**src/rtl/mccu_seq.sv**
```systemverilog
// mccu_seq: multi-cycle CPU control unit FSM (IF/ID/EXE/MEM/WB) with retired-instruction counter
module mccu_seq (
    input  logic        clock,
    input  logic        resetn,
    input  logic [5:0]  op,
    input  logic [5:0]  func,
    input  logic        z,
    output logic        wpc,
    output logic        wir,
    output logic        wmem,
    output logic        wreg,
    output logic        iord,
    output logic        regrt,
    output logic        m2reg,
    output logic        shift,
    output logic        jal,
    output logic        sext,
    output logic        alusrca,
    output logic [1:0]  alusrcb,
    output logic [3:0]  aluc,
    output logic [1:0]  pcsource,
    output logic [2:0]  state,
    output logic [31:0] icount
);
    typedef enum logic [2:0] {S_IF = 3'd0, S_ID = 3'd1, S_EXE = 3'd2, S_MEM = 3'd3, S_WB = 3'd4} state_t;
    state_t cur, nxt;
    logic rtype, i_add, i_sub, i_and, i_or, i_xor, i_sll, i_srl, i_sra, i_jr;
    logic i_addi, i_andi, i_ori, i_xori, i_lw, i_sw, i_beq, i_bne, i_lui, i_j, i_jal;
    logic r_alu, imm_alu, branch, illegal, jump, retire;
    logic is_if, is_id, is_exe, is_mem, is_wb;
    assign rtype  = op == 6'b000000;
    assign i_add  = rtype & (func == 6'b100000);
    assign i_sub  = rtype & (func == 6'b100010);
    assign i_and  = rtype & (func == 6'b100100);
    assign i_or   = rtype & (func == 6'b100101);
    assign i_xor  = rtype & (func == 6'b100110);
    assign i_sll  = rtype & (func == 6'b000000);
    assign i_srl  = rtype & (func == 6'b000010);
    assign i_sra  = rtype & (func == 6'b000011);
    assign i_jr   = rtype & (func == 6'b001000);
    assign i_addi = op == 6'b001000;
    assign i_andi = op == 6'b001100;
    assign i_ori  = op == 6'b001101;
    assign i_xori = op == 6'b001110;
    assign i_lw   = op == 6'b100011;
    assign i_sw   = op == 6'b101011;
    assign i_beq  = op == 6'b000100;
    assign i_bne  = op == 6'b000101;
    assign i_lui  = op == 6'b001111;
    assign i_j    = op == 6'b000010;
    assign i_jal  = op == 6'b000011;
    assign r_alu   = i_add | i_sub | i_and | i_or | i_xor | i_sll | i_srl | i_sra;
    assign imm_alu = i_addi | i_andi | i_ori | i_xori | i_lui;
    assign branch  = i_beq | i_bne;
    assign illegal = ~(r_alu | i_jr | imm_alu | i_lw | i_sw | branch | i_j | i_jal);
    // Jumps and illegal instructions both finish in ID, so they share the early exit.
    assign jump    = i_j | i_jal | i_jr | illegal;
    assign is_if  = cur == S_IF;
    assign is_id  = cur == S_ID;
    assign is_exe = cur == S_EXE;
    assign is_mem = cur == S_MEM;
    assign is_wb  = cur == S_WB;
    assign retire = (is_id & jump) | (is_exe & branch) | (is_mem & i_sw) | is_wb;
    assign state  = cur;
    always_comb begin
        nxt = is_if  ? S_ID :
              is_id  ? (jump ? S_IF : S_EXE) :
              is_exe ? ((i_lw | i_sw) ? S_MEM : branch ? S_IF : S_WB) :
              is_mem ? (i_lw ? S_WB : S_IF) : S_IF;
    end
    always_ff @(posedge clock or negedge resetn) begin
        if (!resetn) begin
            cur    <= S_IF;
            icount <= '0;
        end else begin
            cur    <= nxt;
            icount <= icount + {31'b0, retire};
        end
    end
    always_comb begin
        wpc      = is_if | (is_id & (i_j | i_jal | i_jr)) | (is_exe & ((i_beq & z) | (i_bne & ~z)));
        wir      = is_if;
        wmem     = is_mem & i_sw;
        wreg     = (is_id & i_jal) | is_wb;
        iord     = is_mem;
        regrt    = is_wb & ~rtype;
        m2reg    = is_wb & i_lw;
        shift    = is_exe & (i_sll | i_srl | i_sra);
        jal      = is_id & i_jal;
        sext     = i_addi | i_lw | i_sw | branch;
        alusrca  = is_exe;
        alusrcb  = is_if ? 2'b01 : is_id ? 2'b11 : (is_exe & ~rtype & ~branch) ? 2'b10 : 2'b00;
        aluc     = !is_exe ? 4'b0000 :
                   (branch | i_sub) ? 4'b0100 :
                   (i_and | i_andi) ? 4'b0001 :
                   (i_or  | i_ori)  ? 4'b0101 :
                   (i_xor | i_xori) ? 4'b0010 :
                   i_lui ? 4'b0110 : i_sll ? 4'b0011 : i_srl ? 4'b0111 : i_sra ? 4'b1111 : 4'b0000;
        pcsource = (is_id & (i_j | i_jal)) ? 2'b11 : (is_id & i_jr) ? 2'b10 : (is_exe & branch) ? 2'b01 : 2'b00;
    end
endmodule

```
**config.mk**
```make
export PLATFORM = sky130hd
export DESIGN_NAME = mccu_seq
export DESIGN_NICKNAME = d
export VERILOG_FILES = /design/src/rtl/mccu_seq.sv
export SDC_FILE = /design/constraint.sdc
export NUM_CORES = 1
export LEC_CHECK = 0
export ABC_AREA = 1
export BUFFER_PORTS_ARGS = -buffer_cell sky130_fd_sc_hd__buf_2
export CAP_MARGIN = 10
export CORE_UTILIZATION = 56
export CTS_CLUSTER_DIAMETER = 80
export CTS_CLUSTER_SIZE = 10
export DETAILED_ROUTE_END_ITERATION = 10
export GPL_ROUTABILITY_DRIVEN = 0
export HOLD_SLACK_MARGIN = 0.08
export PLACE_DENSITY = 0.86
export SLEW_MARGIN = 0
export SYNTH_ARGS = -nofsm -noshare
export SYNTH_HDL_FRONTEND = slang
export SYNTH_SLANG_ARGS = --single-unit
export TNS_END_PERCENT = 10
```
**constraint.sdc**
```tcl
create_clock -name clock -period 4.4 [get_ports clock]
set_input_delay 0.88 -clock clock [delete_from_list [all_inputs] [get_ports clock]]
set_output_delay 0.88 -clock clock [all_outputs]
set_load 0.02 [all_outputs]
```
==> results of run 1 <==
==> stage by stage <==
stage | setup WS [ps] | utilization, % | hold WS, ps | total power [uW] | area, um2
6_report | 1460 | 74.2 | 496 | 1080 | 2800
5_1_grt | 1270 | 74.2 | 526 | 1140 | 2800
4_1_cts | 1480 | 74.2 | 501 | 1080 | 2800
3_5_place_dp | 1190 | 71.1 | 484 | 776 | 2680
3_3_place_gp | 1250 | 71.1 | 469 | 778 | 2680
2_1_floorplan | 1500 | - | 584 | 651 | 2280
==> area by class of cell <==
| cell class | instances | area, um2 | area share [%] |
|---|---|---|---|
| clock inverters | 2 | 35.0 | 1.25 |
| repair buffers | 68 | 340 | 12.2 |
| well taps | 48 | 60.1 | 2.15 |
| inverters | 40 | 150 | 5.36 |
| multi-input cells | 239 | 1250 | 44.8 |
| clock buffers | 6 | 82.6 | 2.95 |
| flip-flops and latches | 35 | 876 | 31.3 |
==> critical path, cell delays in order <==
cell     delay, ps
buf_2          120
nor2_2         220
nand3_2        180
nor2_1         130
nand3_1         70
nand2_1        110
nor2_1          60
o21ai_0         80
ha_1           240
ha_1           200
inv_1           90
nor2_4         160
inv_2           70
nor2_4         110
inv_2           70
nor2_4          90
nand2_1         90
xnor2_2        130
==> registers in the layout, indices dropped and copies added (netlist names) <==
name	flops
icount	32
state	3
==> worst max-delay path by stage <==
stage                     start         end  slack (ps)
after floorplan           op[5]  icount[30]        1500
after global placement    op[0]  icount[30]        1250
after detailed placement  op[5]  icount[30]        1190
after CTS                 op[5]  icount[30]        1480
after global routing      op[5]  icount[30]        1270
final                     op[3]  icount[30]        1460
==> synth_stat cells, drive strengths merged <==
cell type / n / area share (%)
nand2: 84 / 14
nor2: 61 / 12
inv: 40 / 6.6
dfrtp: 35 / 38
nor3: 21 / 5.9
xor2: 21 / 8.1
nand3: 20 / 4.6
nand4: 7 / 1.9
xnor2: 7 / 3.0
a21oi: 5 / 1.1
o21ai: 5 / 1.1
nand3b: 3 / 0.99
ha: 2 / 1.1
a31oi: 1 / 0.27
o211ai: 1 / 0.33
o31ai: 1 / 0.33
==> logic make-up (layout without fill, tap and decap cells) <==
group | Yosys count | in the layout | synth area share, %
simple gates | 196 | 196 | 39.7
fa+ha+maj | 2 | 2 | 1.10
xor+xnor | 28 | 28 | 11.1
compound gates | 13 | 13 | 3.13
flops | 35 | 35 | 38.4
buf+inv | 40 | 116 | 6.58
==> routing by layer <==
layer	share of wire (%)	global-route usage, %	up-vias
li1	-	-	1144
met5	0	0	-
met4	2.6	10.9	0
met3	6.9	6.38	18
met1	43	38.0	1084
met2	47	49.0	120
==> power by group through the flow <==
stage	clock, uW	sequential [uW]	combinational (uW)
2_1_floorplan	0	454	197
3_3_place_gp	0	413	365
3_5_place_dp	0	414	362
4_1_cts	301	408	368
5_1_grt	322	415	406
6_report	301	408	366
==> flow_metrics.py, run 1 <==
metrics = {
    "outcome": {
        "status": "finished, final reports clean",
    },
    "worst_setup_path": {
        "path_class": "in2reg",
        "rrSetupSlack_ps": 1750,
        "cp_data_required_time_ps": 4570,
        "cp.arrival_ps": 3110,
        "r2r-end": "icount[30]",
        "cp_max_fo": 5,
        "rr_worst_depth": 17,
        "regToRegStartpoint": "state[2]",
        "worstSetupEndpointType": "flip-flop",
        "cp-start-kind": "primary input",
    },
    "clock_network": {
        "cts_setup_buffers": 0,
        "clock-root-buffer": "clkbuf_8",
        "cts_sinks": 35,
        "clk_latency_ps": 290,
        "clk_pin_slew_worst_paths_ps": 70,
        "cts-resized-gates": 0,
        "cts_tree": "yes",
        "numCtsBuffers": 5,
        "clock_path_buffers": 2,
        "h-tree-depth": 2,
        "hold_buffers": 0,
    },
    "power_and_ir_drop": {
        "p_sw_uw": 414,
        "powerDensity_nw_per_um2": 384,
        "p_sw_share_pct": 38.5,
        "p_comb_share_pct": 34.1,
        "ir_drop_mv": 0.435,
        "cellLeakagePower_uw": 0.00152,
        "pwr-share-seq_pct": 37.9,
        "clockPowerShare_pct": 28.0,
        "p_int_uw": 662,
    },
    "global_route": {
        "antenna_found_initial": 0,
        "grt_pass1_wl_um": 9640,
        "grt_overflow_total": 0,
        "grt_max_degree": 36,
        "grt_pass1_vias": 2131,
        "grt_use_total_pct": 29.7,
    },
    "sta": {
        "slew-limit-headroom_pct": 49.9,
        "finClkSkew_ps": 10.9,
        "fmax_mhz": 340,
        "worst_pin_slew_ps": 752,
        "slew_violations": 0,
        "min_period_ps": 2940,
        "rsz0062_at_grt": "no",
        "hold_viol_final": 0,
        "period_share_pct": 66.9,
        "setup_viol": 0,
        "fin_tns_setup_ps": 0,
    },
    "detailed_routing": {
        "initialDrtViolationCount": 165,
        "drcViolationCount": 0,
        "wire_per_inst_um": 13.3,
        "postRouteAntennaNets": 0,
        "vias_per_cell": 5.40,
        "vias": 2366,
        "firstDrtPassIters": 5,
        "drt_wl_total_um": 5820,
    },
    "floorplan": {
        "core_um2": 3770,
        "start_util_pct": 60.5,
        "row_count": 22,
        "io_pins": 69,
        "die_h_um": 65.8,
        "dieArea_um2": 4330,
        "die_w_um": 65.8,
    },
    "synthesis": {
        "synth_cell_type_count": 24,
        "ys_ff_latch": 35,
        "yosysSeqAreaShare_pct": 38.4,
        "syn_nets": 331,
        "synth_area_um2": 2280,
        "syn_area_per_cell_um2": 7.26,
        "synth.yosys.warnings": 0,
        "synth_cells": 314,
    },
    "placement": {
        "port-buffer-count": 68,
        "hpwl_um": 4520,
        "place_inst": 430,
    },
    "hold_path": {
        "min_to": "icount[31]",
        "min_from": "icount[31]",
        "hold_class": "reg2reg",
        "min_path_cells": 2,
    },
    "finish": {
        "most-common-layout-cells": "nand2_1 (81), buf_2 (68), nor2_1 (50)",
        "final_common_cell": "nand2_1",
        "drive_gt1_share_pct": 26.2,
        "area_growth_pct": 22.7,
        "nets": 406,
        "nFillCells": 298,
        "n_antenna_cell": 0,
        "instances_no_fill": 438,
    },
    "flow_run": {
        "max-cap-violations": 0,
    },
}
Power figures use the tool's default switching activity.
==> inputs of run 2 (changes only) <==
--- a/config.mk
+++ b/config.mk
@@ -8,13 +8,13 @@
 export ABC_AREA = 1
 export BUFFER_PORTS_ARGS = -buffer_cell sky130_fd_sc_hd__buf_2
 export CAP_MARGIN = 10
-export CORE_UTILIZATION = 56
+export CORE_UTILIZATION = 47
 export CTS_CLUSTER_DIAMETER = 80
 export CTS_CLUSTER_SIZE = 10
 export DETAILED_ROUTE_END_ITERATION = 10
 export GPL_ROUTABILITY_DRIVEN = 0
 export HOLD_SLACK_MARGIN = 0.08
-export PLACE_DENSITY = 0.86
+export PLACE_DENSITY = 0.77
 export SLEW_MARGIN = 0
 export SYNTH_ARGS = -nofsm -noshare
 export SYNTH_HDL_FRONTEND = slang
==> constraint.sdc (replaced) <==
create_clock -name clock -period 2.4 [get_ports clock]
set_input_delay 0.48 -clock clock [delete_from_list [all_inputs] [get_ports clock]]
set_output_delay 0.48 -clock clock [all_outputs]
set_load 0.02 [all_outputs]
==> flow_metrics.py, run 2 (synthesis results as in run 1) <==
metrics = {
    "placement": {
        "hpwl_um": 4880,
        "place_ws_ps": -192,
        "placed_cell_area_um2": 2960,
        "port-buffer-count": 68,
    },
    "finish": {
        "n_antenna_cell": 0,
        "utilization_pct": 69.6,
        "area_growth_pct": 37.4,
        "top_register": "icount",
        "most-common-layout-cells": "nand2_1 (79), buf_2 (68), nor2_1 (45)",
        "nets": 443,
        "largest_reg_flops": 32,
        "drive_gt1_share_pct": 36.3,
        "final_common_cell": "nand2_1",
        "fin_area_um2": 3130,
        "nFillCells": 368,
    },
    "floorplan": {
        "die_h_um": 71.7,
        "row_count": 24,
        "io_pins": 69,
        "core_um2": 4500,
        "start_util_pct": 50.6,
        "dieArea_um2": 5140,
        "die_w_um": 71.7,
    },
    "sta": {
        "finClkSkew_ps": 9.72,
        "setup_viol": 0,
        "slew_violations": 0,
        "fmax_mhz": 439,
        "slew-limit-headroom_pct": 50.6,
        "period_share_pct": 94.9,
        "worst_pin_slew_ps": 741,
        "min_period_ps": 2280,
        "hold_viol_final": 0,
        "fin_ws_ps": 123,
    },
    "worst_setup_path": {
        "cp-start-kind": "flip-flop",
        "worstSetupEndpointType": "flip-flop",
        "cp_max_fo": 5,
        "cp.arrival_ps": 2490,
        "path_class": "reg2reg",
        "cpMostUsedCell": "inv_2",
        "worst_path_max_delay_cell": "dfrtp_2",
        "path_cells": "inv_2 -> nand3_4 -> inv_2 -> nand4_1 -> nand2_2 -> nor2_1 -> o21ai_1 -> ha_2 -> ha_1 -> inv_1 -> nor2_4 -> inv_2 -> nor2_4 -> inv_2 -> nor3_2 -> xor2_1",
        "cpPeakStageDelay_ps": 460,
        "cp_data_required_time_ps": 2610,
    },
    "power_and_ir_drop": {
        "p_int_uw": 1210,
        "clockPowerShare_pct": 21.2,
        "powerDensity_nw_per_um2": 641,
        "ir_drop_mv": 0.742,
        "pwr-share-seq_pct": 38.2,
        "p_sw_share_pct": 39.9,
        "p_comb_share_pct": 40.6,
        "p_sw_uw": 802,
        "cellLeakagePower_uw": 0.00169,
    },
    "outcome": {
        "status": "finished, final reports clean",
    },
    "clock_network": {
        "clock-root-buffer": "clkbuf_8",
        "clk_pin_slew_worst_paths_ps": 70,
        "cts_sinks": 35,
        "clock_path_buffers": 2,
        "clk_latency_ps": 290,
        "h-tree-depth": 2,
        "hold_buffers": 0,
        "cts_tree": "yes",
        "numCtsBuffers": 5,
    },
    "detailed_routing": {
        "vias_per_cell": 5.10,
        "drcViolationCount": 0,
        "postRouteAntennaNets": 0,
        "vias": 2445,
        "initialDrtViolationCount": 179,
        "drt_wl_total_um": 6020,
        "firstDrtPassIters": 4,
        "wire_per_inst_um": 12.6,
    },
    "flow_run": {
        "max-cap-violations": 0,
    },
    "global_route": {
        "antenna_found_initial": 0,
        "grt_use_total_pct": 24.2,
        "grt_pass1_wl_um": 9830,
        "grt_pass1_vias": 2234,
        "grt_overflow_total": 0,
        "grt_max_degree": 36,
    },
    "hold_path": {
        "hold_class": "in2async",
    },
}
run 2: final timing paths:
kind                                  from          to  slack (ps)  depth (start not counted)
worst max register to register    state[1]  icount[22]         120                         16
worst max-delay path              state[1]  icount[22]         120                         16
worst min register to register  icount[12]  icount[12]         510                          1
worst min-delay path                resetn  icount[22]         260                          1
min in group clock              icount[12]  icount[12]         510                          1
max in group asynchronous           resetn    state[1]        1610                          1
run 2: layer usage:
layer | share of wire [%] | vias up | GRT usage (%)
li1 | - | 1221 | -
met5 | 0 | - | 0
met2 | 47 | 84 | 39.9
met3 | 5.4 | 10 | 4.78
met1 | 46 | 1130 | 31.7
met4 | 1.7 | 0 | 8.71
run 2: stage by stage:
stage	hold slack, ps	std cells	TNS [ps]	total power, uW
2_1_floorplan	184	314	0	1220
3_3_place_gp	472	465	-562	1500
3_5_place_dp	491	465	-1810	1510
4_1_cts	274	473	0	1940
5_1_grt	337	479	-5.68	2120
6_report	261	479	0	2010
run 2: what timing repair did:
item | 4_1_cts | 5_1_grt
buffers inserted | 0 | 6
setup endpoints to repair | 0 | 16
gates resized for setup | 0 | 12
run 2: power by group through the flow:
stage          combinational [uW]  clock (uW)  sequential, uW
5_1_grt                       889         459             777
4_1_cts                       741         436             762
6_report                      816         425             767
2_1_floorplan                 378           0             845
3_5_place_dp                  740           0             773
3_3_place_gp                  729           0             770
run 2: layout make-up:
class                   count  area [um2]  share of cell area (%)
inverters                  40         153                    4.87
repair buffers            105         618                    19.7
clock inverters             1        5.00                   0.160
flip-flops and latches     35         880                    28.1
clock buffers               7        86.3                    2.75
well taps                  52        65.1                    2.08
multi-input cells         239        1330                    42.4
run 2: worst max-delay path, delay by kind of cell (launching register included):
kind,cells,cell delay [ps]
buf+inv,5,370
compound gates,1,80
simple gates,7,780
flops,1,460
fa+ha+maj,2,360
xor+xnor,1,160
